**src/rtl/hex_display_scanner.sv**
```systemverilog
// Four-digit multiplexed hex display scanner with a double-buffered value so
// a refresh frame never mixes old and new digits.
module hex_display_scanner #(
   parameter int REFRESH_DIV = 50000
) (
   input  logic        clk,
   input  logic        reset,
   input  logic        load,
   input  logic [15:0] value,
   input  logic        blank_lead,
   output logic [3:0]  nibble,
   output logic [3:0]  an,
   output logic        ack
);

   localparam int CNT_W = (REFRESH_DIV > 2) ? $clog2(REFRESH_DIV) : 1;
   localparam logic [CNT_W-1:0] CNT_LAST = CNT_W'(REFRESH_DIV - 1);

   logic [CNT_W-1:0] cnt;
   logic [1:0]       idx;
   logic [15:0]      pend;
   logic             pend_blank;
   logic             pend_valid;
   logic [15:0]      disp;
   logic             disp_blank;
   logic             tick;
   logic             commit;
   logic             cur_blank;

   // A digit is dark when leading-zero suppression is on and it and every
   // more-significant digit are zero; the rightmost digit always shows.
   function automatic logic digit_blank(input logic [15:0] d,
                                        input logic        bl,
                                        input logic [1:0]  k);
      logic [15:0] upper;
      upper = d >> {k, 2'b00};
      return bl && (k != 2'd0) && (upper == 16'h0000);
   endfunction

   assign tick   = (cnt == CNT_LAST);
   assign commit = tick && (idx == 2'd3) && pend_valid;

   always_ff @(posedge clk) begin
      if (reset) begin
         cnt        <= '0;
         idx        <= 2'd0;
         pend       <= 16'h0000;
         pend_blank <= 1'b0;
         pend_valid <= 1'b0;
         disp       <= 16'h0000;
         disp_blank <= 1'b0;
         ack        <= 1'b0;
      end else begin
         cnt <= tick ? '0 : cnt + 1'b1;
         if (tick)
            idx <= idx + 2'd1;
         ack <= commit;
         if (commit) begin
            disp       <= pend;
            disp_blank <= pend_blank;
         end
         // A load in the commit cycle lands in pend after the old pend moved out.
         if (load) begin
            pend       <= value;
            pend_blank <= blank_lead;
         end
         pend_valid <= load | (pend_valid & ~commit);
      end
   end

   always_comb begin
      cur_blank = digit_blank(disp, disp_blank, idx);
      nibble    = disp[{idx, 2'b00} +: 4];
      an        = cur_blank ? 4'b1111 : ~(4'b0001 << idx);
   end

endmodule

```
**config.mk**
```make
export PLATFORM = sky130hd
export DESIGN_NAME = hex_display_scanner
export DESIGN_NICKNAME = d
export VERILOG_FILES = /design/src/rtl/hex_display_scanner.sv
export SDC_FILE = /design/constraint.sdc
export NUM_CORES = 1
export LEC_CHECK = 0
export ABC_CLOCK_PERIOD_IN_PS = 3000
export CAP_MARGIN = 15
export CORE_MARGIN = 5
export CORE_UTILIZATION = 45
export DETAILED_ROUTE_END_ITERATION = 16
export PLACE_DENSITY = 0.73
export RECOVER_POWER = 25
export SETUP_SLACK_MARGIN = 0.15
export SLEW_MARGIN = 20
export SYNTH_ARGS = -nofsm -noshare
export SYNTH_HDL_FRONTEND = slang
export SYNTH_SLANG_ARGS = --single-unit
```
**constraint.sdc**
```tcl
create_clock -name clk -period 3 [get_ports clk]
set_input_delay 0.9 -clock clk [delete_from_list [all_inputs] [get_ports clk]]
set_output_delay 0.9 -clock clk [all_outputs]
set_load 0.02 [all_outputs]
```
==> run_results.csv, run 1 <==
group,metric,value,unit
status,status,"finished, final reports clean",
floorplanning,fp.dieArea,6672,um^2
routing,first_iter_violations,131,
clocking,cts_tree,"done",
final_layout,regArea,1086,um^2
logic_synthesis,synthCells,252,
global_route,antenna_found_initial,0,
timing,maxSlewHeadroom,0.1703,
final_layout,area_delta_synth_final,21.65,%
timing,worst_slack,0.01725,ns
routing,vias,1833,
global_route,track_usage,0.1537,
logic_synthesis,avgSynthCellArea,9.175,um^2
worst_setup_path,crit_buf_inv,1,
final_layout,fin_nets,308,
floorplanning,rows,26,
worst_setup_path,worstReg2RegStart,"cnt[0]",
pwr,p_leak,1.029,nW
pwr,p_total,1.240,mW
routing,firstDrtPassIters,4,
floorplanning,ioPinCount,29,
worst_setup_path,critPathCaptureType,"output port",
hold_path,min_from,"pend[9]",
timing,hold_viol_final,0,
clocking,insertion_delay,0.31,ns
clocking,clockBufferDepth,2,
clocking,h-tree-depth,2,
timing,final-setup-viol-count,0,
pwr,vdd_drop_max,0.2489,mV
timing,timing.final.crit_share,0.9942,
worst_setup_path,required,2.10,ns
worst_setup_path,crit_family,"simple AND/OR/NAND/NOR gates",
worst_setup_path,crit_cells,4,
place,io_buffers,28,
pwr,power.density,440.9,nW/um^2
place,gp_congestion,0.8701,
global_route,grt_pass1_wl,8.031,mm
logic_synthesis,async_flop_share,0,
logic_synthesis,synth_area_leaders,"dfxtp_1 (47%), mux2i_1 (7.4%), nor2_1 (5.8%)",
final_layout,drive_gt1_frac,0.1162,
logic_synthesis,synth_ff_type,"dfxtp_1",
timing,rsz0062_at_grt,"true",
worst_setup_path,critPathSlowestCell,"or4_4",
clocking,cts_buffers,5,
timing,clock_skew,0.008836,ns
timing,max_freq,0.3353,GHz
place,hpwl,3.308,mm
worst_setup_path,critPathArrivalTime,2.08,ns
clocking,cts_hold_buf,0,
timing,drv_slew,0,
place,dp_slack,-0.2016,ns
worst_setup_path,critical_path_class,"register to output port",
clocking,cts_sinks,54,
worst_setup_path,max_stage_delay,0.57,ns
hold_path,min_path_type,"register to register",
logic_synthesis,yosys_warnings,0,
floorplanning,initial_core_util,0.4586,
worst_setup_path,r2r_cells,5,
worst_setup_path,worstSetupStartpointType,"register",
global_route,grt_overflow,0,
logic_synthesis,ys_ff_latch,54,
logic_synthesis,netlist_area,2312,um^2
timing,tightest_slew,1.245,ns
global_route,grt_max_degree,24,
worst_setup_path,crit_fanout,5,
logic_synthesis,synth_edf_count,0,
logic_synthesis,synth_top_cell_area_share,0.4675,
routing,antenna_left,0,
logic_synthesis,yosysSeqAreaShare,0.4675,
routing,vias_per_cell,5.178,
final_layout,fin_util,0.5578,
flow_run,drv_cap,0,
floorplanning,design.core.area,5042,um^2
timing,period_needed,2.983,ns
global_route,grt_pass1_vias,1789,
worst_setup_path,cp_cell_sequence,"mux4_2 > or4_4 > o21ai_2 > buf_6",
routing,drt_wl_total,4.634,mm
logic_synthesis,yosys.area.top_type,"dfxtp_1",
routing,wl_per_cell,13.09,um
logic_synthesis,syn_nets,277,
routing,drc,0,
final_layout,multi_input_area,1137,um^2
floorplanning,die_width,81.68,um
final_layout,antennaDiodeCount,0,
floorplanning,fp.dieH,81.68,um
logic_synthesis,yosysUniqueCellTypes,35,
hold_path,worstHoldPathCells,2,
clocking,clkTransAtPathRegs,0.10,ns
clocking,cts-root-buf,"clkbuf_8",
worst_setup_path,critPathLaunch,"idx[0]",
final_layout,nFillCells,465,
[path summary, 6_finish.rpt]
kind	endpoint	slack (ns)
max	an[1]	0.02
min	disp[9]	0.46
max reg2reg	disp[8]	0.93
min reg2reg	disp[9]	0.46
[what timing repair did]
action	4_1_cts	5_1_grt
pin swaps	0	2
resized for setup	18	8
cloned	0	0
buffers inserted	0	0
setup endpoints to repair	5	4
[Yosys cell counts (2+ instances only)]
| cell type | count |
|---|---|
| a21oi_1 | 21 |
| buf_2 | 4 |
| clkbuf_1 | 11 |
| dfxtp_1 | 54 |
| ha_1 | 5 |
| inv_1 | 8 |
| mux2i_1 | 17 |
| mux4_2 | 3 |
| nand2_1 | 7 |
| nand3_1 | 20 |
| nand4_1 | 4 |
| nor2_1 | 36 |
| nor3_1 | 4 |
| nor4_1 | 5 |
| nor4bb_1 | 2 |
| o21ai_0 | 14 |
| o21ai_1 | 7 |
| xnor2_1 | 9 |
| xor2_1 | 5 |
[per-layer routing]
metal	vias to the layer above	GRT usage	wire, um
met5	-	0	0
met4	0	0.06977	103
met3	12	0.03618	209
met2	31	0.2663	2274
met1	850	0.1796	2046
li1	940	-	-
[final cells by class]
| class | instances | area share |
|---|---|---|
| clock inverter | 1 | 0.003114 |
| inverter | 8 | 0.01068 |
| tap | 70 | 0.03114 |
| clock buffer | 7 | 0.03069 |
| multi-input combinational | 173 | 0.4044 |
| timing repair buffer | 41 | 0.1339 |
| sequential | 54 | 0.3861 |
[sequential cells by signal, summed over array words and instances (netlist names)]
name,count
ack,1
cnt,16
disp,16
disp_blank,1
idx,2
pend,16
pend_blank,1
pend_valid,1
[cell families after synthesis]
| kind of cell | synth area share |
|---|---|
| adder cells (fa/ha/maj) | 0.02706 |
| AO/OA/AOI/OAI | 0.1023 |
| AND/OR/NAND/NOR | 0.1899 |
| buffers and inverters | 0.04599 |
| XOR/XNOR | 0.05303 |
| multiplexers | 0.1142 |
| flip-flops | 0.4675 |
[worst min-delay path: cells and delay by family (launching register included)]
family / cells / cell delay (ns)
AO/OA/AOI/OAI: 1 / 0.05
flip-flops: 1 / 0.32
AND/OR/NAND/NOR: 1 / 0.06
[cells in the final DEF (no fill, tap or decap), types with 2 or more instances in the layout]
cell type	count
dfxtp_1	52
nor2_1	35
clkdlybuf4s50_1	23
a21oi_1	21
nand3_1	20
mux2i_1	17
o21ai_0	14
buf_4	12
xnor2_1	9
inv_1	8
nand2_1	7
clkbuf_8	6
nor4_1	5
o21ai_1	5
xor2_1	5
nand4_1	4
nor3_1	4
ha_1	4
mux4_2	3
buf_6	3
o21ai_2	2
nor4bb_1	2
clkbuf_1	2
[power by group]
group / switching [mW] / internal, mW
clock: 0.232 / 0.191
sequential: 0.0111 / 0.733
combinational: 0.0306 / 0.0423
total: 0.273 / 0.967
[per-stage QoR]
| step | std cells | hold slack, ns | cell area, um^2 | TNS (ns) |
|---|---|---|---|---|
| 6_report | 354 | 0.4575 | 2813 | 0 |
| 5_1_grt | 354 | 0.4821 | 2813 | -0.1413 |
| 4_1_cts | 354 | 0.4638 | 2791 | 0 |
| 3_5_place_dp | 346 | 0.4568 | 2701 | -0.5766 |
| 3_3_place_gp | 346 | 0.4543 | 2701 | -0.4435 |
| 2_1_floorplan | 252 | 0.4372 | 2312 | 0 |
No activity file was read; power rests on OpenSTA's default activity.
==> run 2: changes to the inputs <==
--- a/config.mk
+++ b/config.mk
@@ -5,12 +5,13 @@
 export SDC_FILE = /design/constraint.sdc
 export NUM_CORES = 1
 export LEC_CHECK = 0
+export ABC_AREA = 1
 export ABC_CLOCK_PERIOD_IN_PS = 3000
 export CAP_MARGIN = 15
 export CORE_MARGIN = 5
 export CORE_UTILIZATION = 45
 export DETAILED_ROUTE_END_ITERATION = 16
-export PLACE_DENSITY = 0.73
+export PLACE_DENSITY = 0.72
 export RECOVER_POWER = 25
 export SETUP_SLACK_MARGIN = 0.15
 export SLEW_MARGIN = 20
==> run_results.csv, run 2 <==
group,metric,value,unit
worst_setup_path,r2r_cells,8,
logic_synthesis,async_flop_share,0,
place,io_buffers,28,
timing,period_needed,2.739,ns
worst_setup_path,critPathCaptureType,"output port",
clocking,cts_tree,"done",
flow_run,drv_cap,0,
timing,clock_skew,0.01691,ns
hold_path,whs_endpoint,"cnt[0]",
timing,tightest_slew,1.019,ns
pwr,p_leak,1.058,nW
worst_setup_path,critical_path_class,"register to output port",
global_route,grt_pass1_vias,2067,
pwr,vdd_drop_max,0.2606,mV
logic_synthesis,synth_top_cell_area_share,0.4346,
final_layout,mostFrequentLayoutCell,"nand2_1",
global_route,grt_pass1_wl,8.997,mm
timing,hold_viol_final,0,
routing,vias,2240,
clocking,insertion_delay,0.31,ns
final_layout,antennaDiodeCount,0,
worst_setup_path,max_stage_delay,0.55,ns
logic_synthesis,ys_ff_latch,54,
timing,fin_setup_tns,0,ns
floorplanning,initial_core_util,0.4573,
global_route,antenna_found_initial,0,
final_layout,layout_common_cells,"nand2_1 (61), nor2_1 (60), dfxtp_1 (53), a21oi_1 (37), inv_1 (26)",
logic_synthesis,netlist_area,2487,um^2
floorplanning,die_width,84.35,um
routing,vias_per_cell,5.045,
routing,drt_wl_total,5.311,mm
timing,max_freq,0.3651,GHz
floorplanning,fp.dieH,84.35,um
floorplanning,design.core.area,5439,um^2
clocking,cts_sinks,54,
worst_setup_path,cp_cell_sequence,"buf_4 > or2_2 > o211ai_1 > o21ai_1 > clkdlybuf4s50_1",
pwr,p_total,1.319,mW
routing,antenna_left,0,
worst_setup_path,required,2.10,ns
hold_path,min_path_type,"register to register",
clocking,cts-root-buf,"clkbuf_8",
timing,final-setup-viol-count,0,
logic_synthesis,synthCells,345,
routing,drc,0,
logic_synthesis,syn_nets,370,
routing,firstDrtPassIters,4,
global_route,grt_max_degree,24,
global_route,grt_overflow,0,
worst_setup_path,worstReg2RegStart,"cnt[0]",
logic_synthesis,yosysMostFrequentCell,"nand2_1",
floorplanning,ioPinCount,29,
final_layout,drive_gt1_frac,0.08065,
logic_synthesis,yosysSeqAreaShare,0.4346,
global_route,track_usage,0.1499,
final_layout,fin_util,0.5351,
status,status,"finished, final reports clean",
logic_synthesis,synth_edf_count,0,
routing,first_iter_violations,176,
final_layout,fin_nets,396,
clocking,h-tree-depth,2,
clocking,clkTransAtPathRegs,0.11,ns
logic_synthesis,yosys_warnings,0,
logic_synthesis,synth.top_cells.by_count,"nand2_1 (61), nor2_1 (59), dfxtp_1 (54), a21oi_1 (37), inv_1 (25)",
final_layout,instances_no_fill,444,
worst_setup_path,worstSetupStartpointType,"register",
logic_synthesis,yosysUniqueCellTypes,26,
worst_setup_path,r2r_setup_slack,0.93,ns
clocking,cts_buffers,5,
worst_setup_path,crit_fanout,14,
worst_setup_path,critPathArrivalTime,1.84,ns
timing,drv_slew,0,
clocking,cts_hold_buf,0,
clocking,clockBufferDepth,2,
place,placed_cells,436,
place,hpwl,3.817,mm
routing,wl_per_cell,11.96,um
pwr,power.density,453.2,nW/um^2
hold_path,worstHoldPathCells,1,
logic_synthesis,avgSynthCellArea,7.210,um^2
timing,rsz0062_at_grt,"false",
logic_synthesis,synth_area_leaders,"dfxtp_1 (43%), nand2_1 (9.2%), nor2_1 (8.9%)",
place,gp_congestion,0.8908,
hold_path,min_from,"cnt[0]",
final_layout,area_delta_synth_final,17.00,%
worst_setup_path,critPathSlowestCell,"clkdlybuf4s50_1",
floorplanning,rows,27,
timing,timing.final.crit_share,0.9130,
logic_synthesis,yosys.area.top_type,"dfxtp_1",
floorplanning,fp.dieArea,7114,um^2
worst_setup_path,r2r-end,"cnt[9]",
final_layout,reg.largest.list,"cnt (16), disp (16), pend (16)",
timing,maxSlewHeadroom,0.3207,
logic_synthesis,synth_ff_type,"dfxtp_1",
-- run 2: how the worst max path moves through the flow --
stage / from / endpoint / slack (ns) / depth (start not counted)
6_report: idx[0] / nibble[0] / 0.26 / 5
4_1_cts: idx[0] / an[1] / 0.14 / 10
2_1_floorplan: idx[0] / an[1] / 0.50 / 9
3_5_place_dp: idx[0] / an[1] / 0.23 / 10
5_1_grt: idx[0] / an[3] / 0.16 / 8
3_3_place_gp: idx[1] / an[1] / 0.28 / 10
-- run 2: layout make-up --
type / count / area (um^2)
fill: 544 / 2529
multi-input combinational: 246 / 1202
sequential: 54 / 1082
timing repair buffer: 34 / 306.5
inverter: 30 / 112.6
tap: 72 / 90.09
clock buffer: 5 / 68.82
clock inverter: 3 / 47.55
-- run 2: logic make-up (layout without fill, tap and decap cells) --
kind of cell | Yosys count | count (layout) | share of synthesized area
xor gates and xnor gates | 3 | 3 | 0.01057
and+or+nand+nor | 174 | 174 | 0.3189
DFF | 54 | 54 | 0.4346
AOI/OAI and AO/OA | 64 | 64 | 0.1298
adders and majority gates | 5 | 5 | 0.02515
buffers and inverters | 45 | 72 | 0.08098
-- run 2: metal layers --
| metal | track usage | up-vias | wire length [um] |
|---|---|---|---|
| met2 | 0.2661 | 22 | 2613 |
| met3 | 0.03827 | 2 | 158 |
| met4 | 0.02590 | 0 | 12 |
| met1 | 0.1858 | 1028 | 2527 |
| met5 | 0 | - | 0 |
| li1 | - | 1188 | - |
-- run 2: stage by stage --
stage / cell area [um^2] / hold slack, ns / setup slack [ns]
6_report: 2910 / 0.4579 / 0.2609
5_1_grt: 2910 / 0.4929 / 0.1587
4_1_cts: 2927 / 0.4670 / 0.1439
3_5_place_dp: 2814 / 0.4478 / 0.2296
3_3_place_gp: 2814 / 0.4314 / 0.2760
2_1_floorplan: 2487 / 0.4175 / 0.5007
-- run 2: critical path, delay by kind of cell (launching register included) --
kind	cells	cell delay (ns)
flops	1	0.33
buf+inv	2	0.73
compound gates	2	0.18
simple gates	1	0.29
-- run 2: timing repair --
| action | CTS | global route |
|---|---|---|
| resized for setup | 3 | 8 |
| setup endpoints to repair | 3 | 4 |
| buffers inserted | 0 | 0 |
-- run 2: report_power, final --
part,total (mW),internal [mW],switching [mW]
Combinational,0.0702,0.0352,0.0350
Sequential,0.752,0.736,0.0156
Clock,0.497,0.253,0.243
==> run 3: changes to the inputs <==
--- a/config.mk
+++ b/config.mk
@@ -9,12 +9,13 @@
 export ABC_CLOCK_PERIOD_IN_PS = 3000
 export CAP_MARGIN = 15
 export CORE_MARGIN = 5
-export CORE_UTILIZATION = 45
+export CORE_UTILIZATION = 30
 export DETAILED_ROUTE_END_ITERATION = 16
-export PLACE_DENSITY = 0.72
+export PLACE_DENSITY = 0.54
 export RECOVER_POWER = 25
 export SETUP_SLACK_MARGIN = 0.15
 export SLEW_MARGIN = 20
 export SYNTH_ARGS = -nofsm -noshare
 export SYNTH_HDL_FRONTEND = slang
 export SYNTH_SLANG_ARGS = --single-unit
+export TNS_END_PERCENT = 1
==> constraint.sdc (replaced) <==
create_clock -name clk -period 3 [get_ports clk]
set_input_delay 0.6 -clock clk [delete_from_list [all_inputs] [get_ports clk]]
set_output_delay 0.6 -clock clk [all_outputs]
set_load 0.02 [all_outputs]
==> run_results.csv, run 3 (synthesis gave the netlist of run 2 again) <==
group,metric,value,unit
hold_path,worstHoldPathCells,1,
final_layout,drive_gt1_frac,0.07278,
status,status,"finished, final reports clean",
clocking,clkTransAtPathRegs,0.11,ns
pwr,power.density,425.9,nW/um^2
floorplanning,die_width,101.1,um
final_layout,final_area,2948,um^2
place,hpwl,4.135,mm
timing,drv_slew,0,
worst_setup_path,r2r_cells,6,
place,gp_congestion,0.8971,
clocking,clockBufferDepth,2,
place,io_buffers,28,
final_layout,nFillCells,866,
timing,worst_slack,0.5182,ns
timing,tightest_slew,1.055,ns
pwr,p_sw_frac,0.2464,
pwr,p_leak,1.042,nW
global_route,grt_pass1_vias,2224,
place,placed_area,2848,um^2
timing,timing.final.crit_share,0.8273,
timing,max_freq,0.4029,GHz
routing,wl_per_cell,11.84,um
flow_run,drv_cap,0,
timing,fin_setup_tns,0,ns
timing,period_needed,2.482,ns
worst_setup_path,critPathArrivalTime,1.88,ns
floorplanning,rows,33,
worst_setup_path,critical_path_class,"register to output port",
final_layout,reg.largest.list,"cnt (16), disp (16), pend (16)",
pwr,p_clk_frac,0.344,
final_layout,layout_common_cells,"nand2_1 (61), nor2_1 (59), dfxtp_1 (53), a21oi_1 (37)",
routing,drc,0,
final_layout,antennaDiodeCount,0,
worst_setup_path,required,2.40,ns
pwr,power_switching,0.3094,mW
floorplanning,initial_core_util,0.3058,
pwr,p_seq_frac,0.599,
clocking,cts_setup_buffers,0,
routing,firstDrtPassIters,5,
global_route,antenna_found_initial,0,
global_route,track_usage,0.1160,
worst_setup_path,worstSetupStartpointType,"register",
floorplanning,ioPinCount,29,
global_route,grt_max_degree,24,
pwr,p_comb_frac,0.057,
clocking,h-tree-depth,2,
timing,rsz0062_at_grt,"false",
routing,antenna_left,0,
final_layout,area_delta_synth_final,18.51,%
global_route,grt_overflow,0,
routing,vias,2274,
final_layout,fin_nets,395,
pwr,intPower,0.9461,mW
routing,first_iter_violations,75,
routing,vias_per_cell,4.777,
routing,drt_wl_total,5.634,mm
clocking,insertion_delay,0.32,ns
floorplanning,fp.dieH,101.1,um
hold_path,min_path_type,"register to register",
clocking,cts-root-buf,"clkbuf_8",
timing,final-setup-viol-count,0,
place,placed_cells,468,
timing,maxSlewHeadroom,0.2966,
global_route,grt_pass1_wl,9.722,mm
timing,clock_skew,0.01200,ns
pwr,vdd_drop_max,0.1502,mV
final_layout,mostFrequentLayoutCell,"nand2_1",
final_layout,fin_util,0.3624,
clocking,cts_sinks,54,
clocking,cts_buffers,5,
clocking,cts_tree,"done",
floorplanning,design.core.area,8134,um^2
final_layout,instances_no_fill,476,
worst_setup_path,critPathCaptureType,"output port",
timing,hold_viol_final,0,
worst_setup_path,crit_fanout,14,
floorplanning,fp.dieArea,10210,um^2
place,dp_slack,0.4140,ns
==> run 3: cell type report <==
class,instances,area [um^2],area share
clock buffer,5,68.82,0.02334
clock inverter,3,28.78,0.009762
inverter,30,113.9,0.03862
multi-input combinational,246,1205,0.4087
sequential,54,1082,0.3671
tap,105,131.4,0.04457
timing repair buffer,33,317.8,0.1078
==> run 3: routing by layer <==
layer	GRT usage	wire (um)	vias to the layer above
met5	0	0	-
met4	0.03783	61	0
met3	0.02353	206	9
met2	0.2032	2733	31
met1	0.1410	2632	1052
li1	-	-	1182
==> run 3: critical path: stages, from the launching register on <==
cell             delay (ns)
dfxtp_1                0.33
buf_4                  0.18
or2_2                  0.31
o211ai_1               0.08
o21ai_1                0.11
clkdlybuf4s50_1        0.55
==> run 3: path summary, 6_finish.rpt <==
| check | from | slack (ns) | end |
|---|---|---|---|
| max reg2reg | idx[0] | 0.72 | disp[11] |
| max | idx[0] | 0.52 | nibble[0] |
| min | cnt[0] | 0.46 | cnt[0] |
| min reg2reg | cnt[0] | 0.46 | cnt[0] |
==> run 3: power groups by stage <==
stage	Clock [mW]	Sequential, mW	Combinational (mW)
5_1_grt	0.483	0.755	0.0817
2_1_floorplan	0	0.761	0.0418
6_report	0.432	0.753	0.0713
4_1_cts	0.455	0.753	0.0740
3_5_place_dp	0	0.769	0.0736
3_3_place_gp	0	0.769	0.0730
==> run 3: through the flow <==
| step | power [mW] | hold slack [ns] |
|---|---|---|
| after detailed placement | 0.8426 | 0.4467 |
| final | 1.255 | 0.4571 |
| after global routing | 1.320 | 0.4977 |
| after CTS | 1.281 | 0.4672 |
| after global placement | 0.8416 | 0.4355 |
| after floorplan | 0.8027 | 0.4175 |
==> run 3: timing repair <==
| item | 4_1_cts | 5_1_grt |
|---|---|---|
| resized for setup | 2 | 3 |
| hold buffers | 0 | 0 |
| setup endpoints to repair | 3 | 3 |
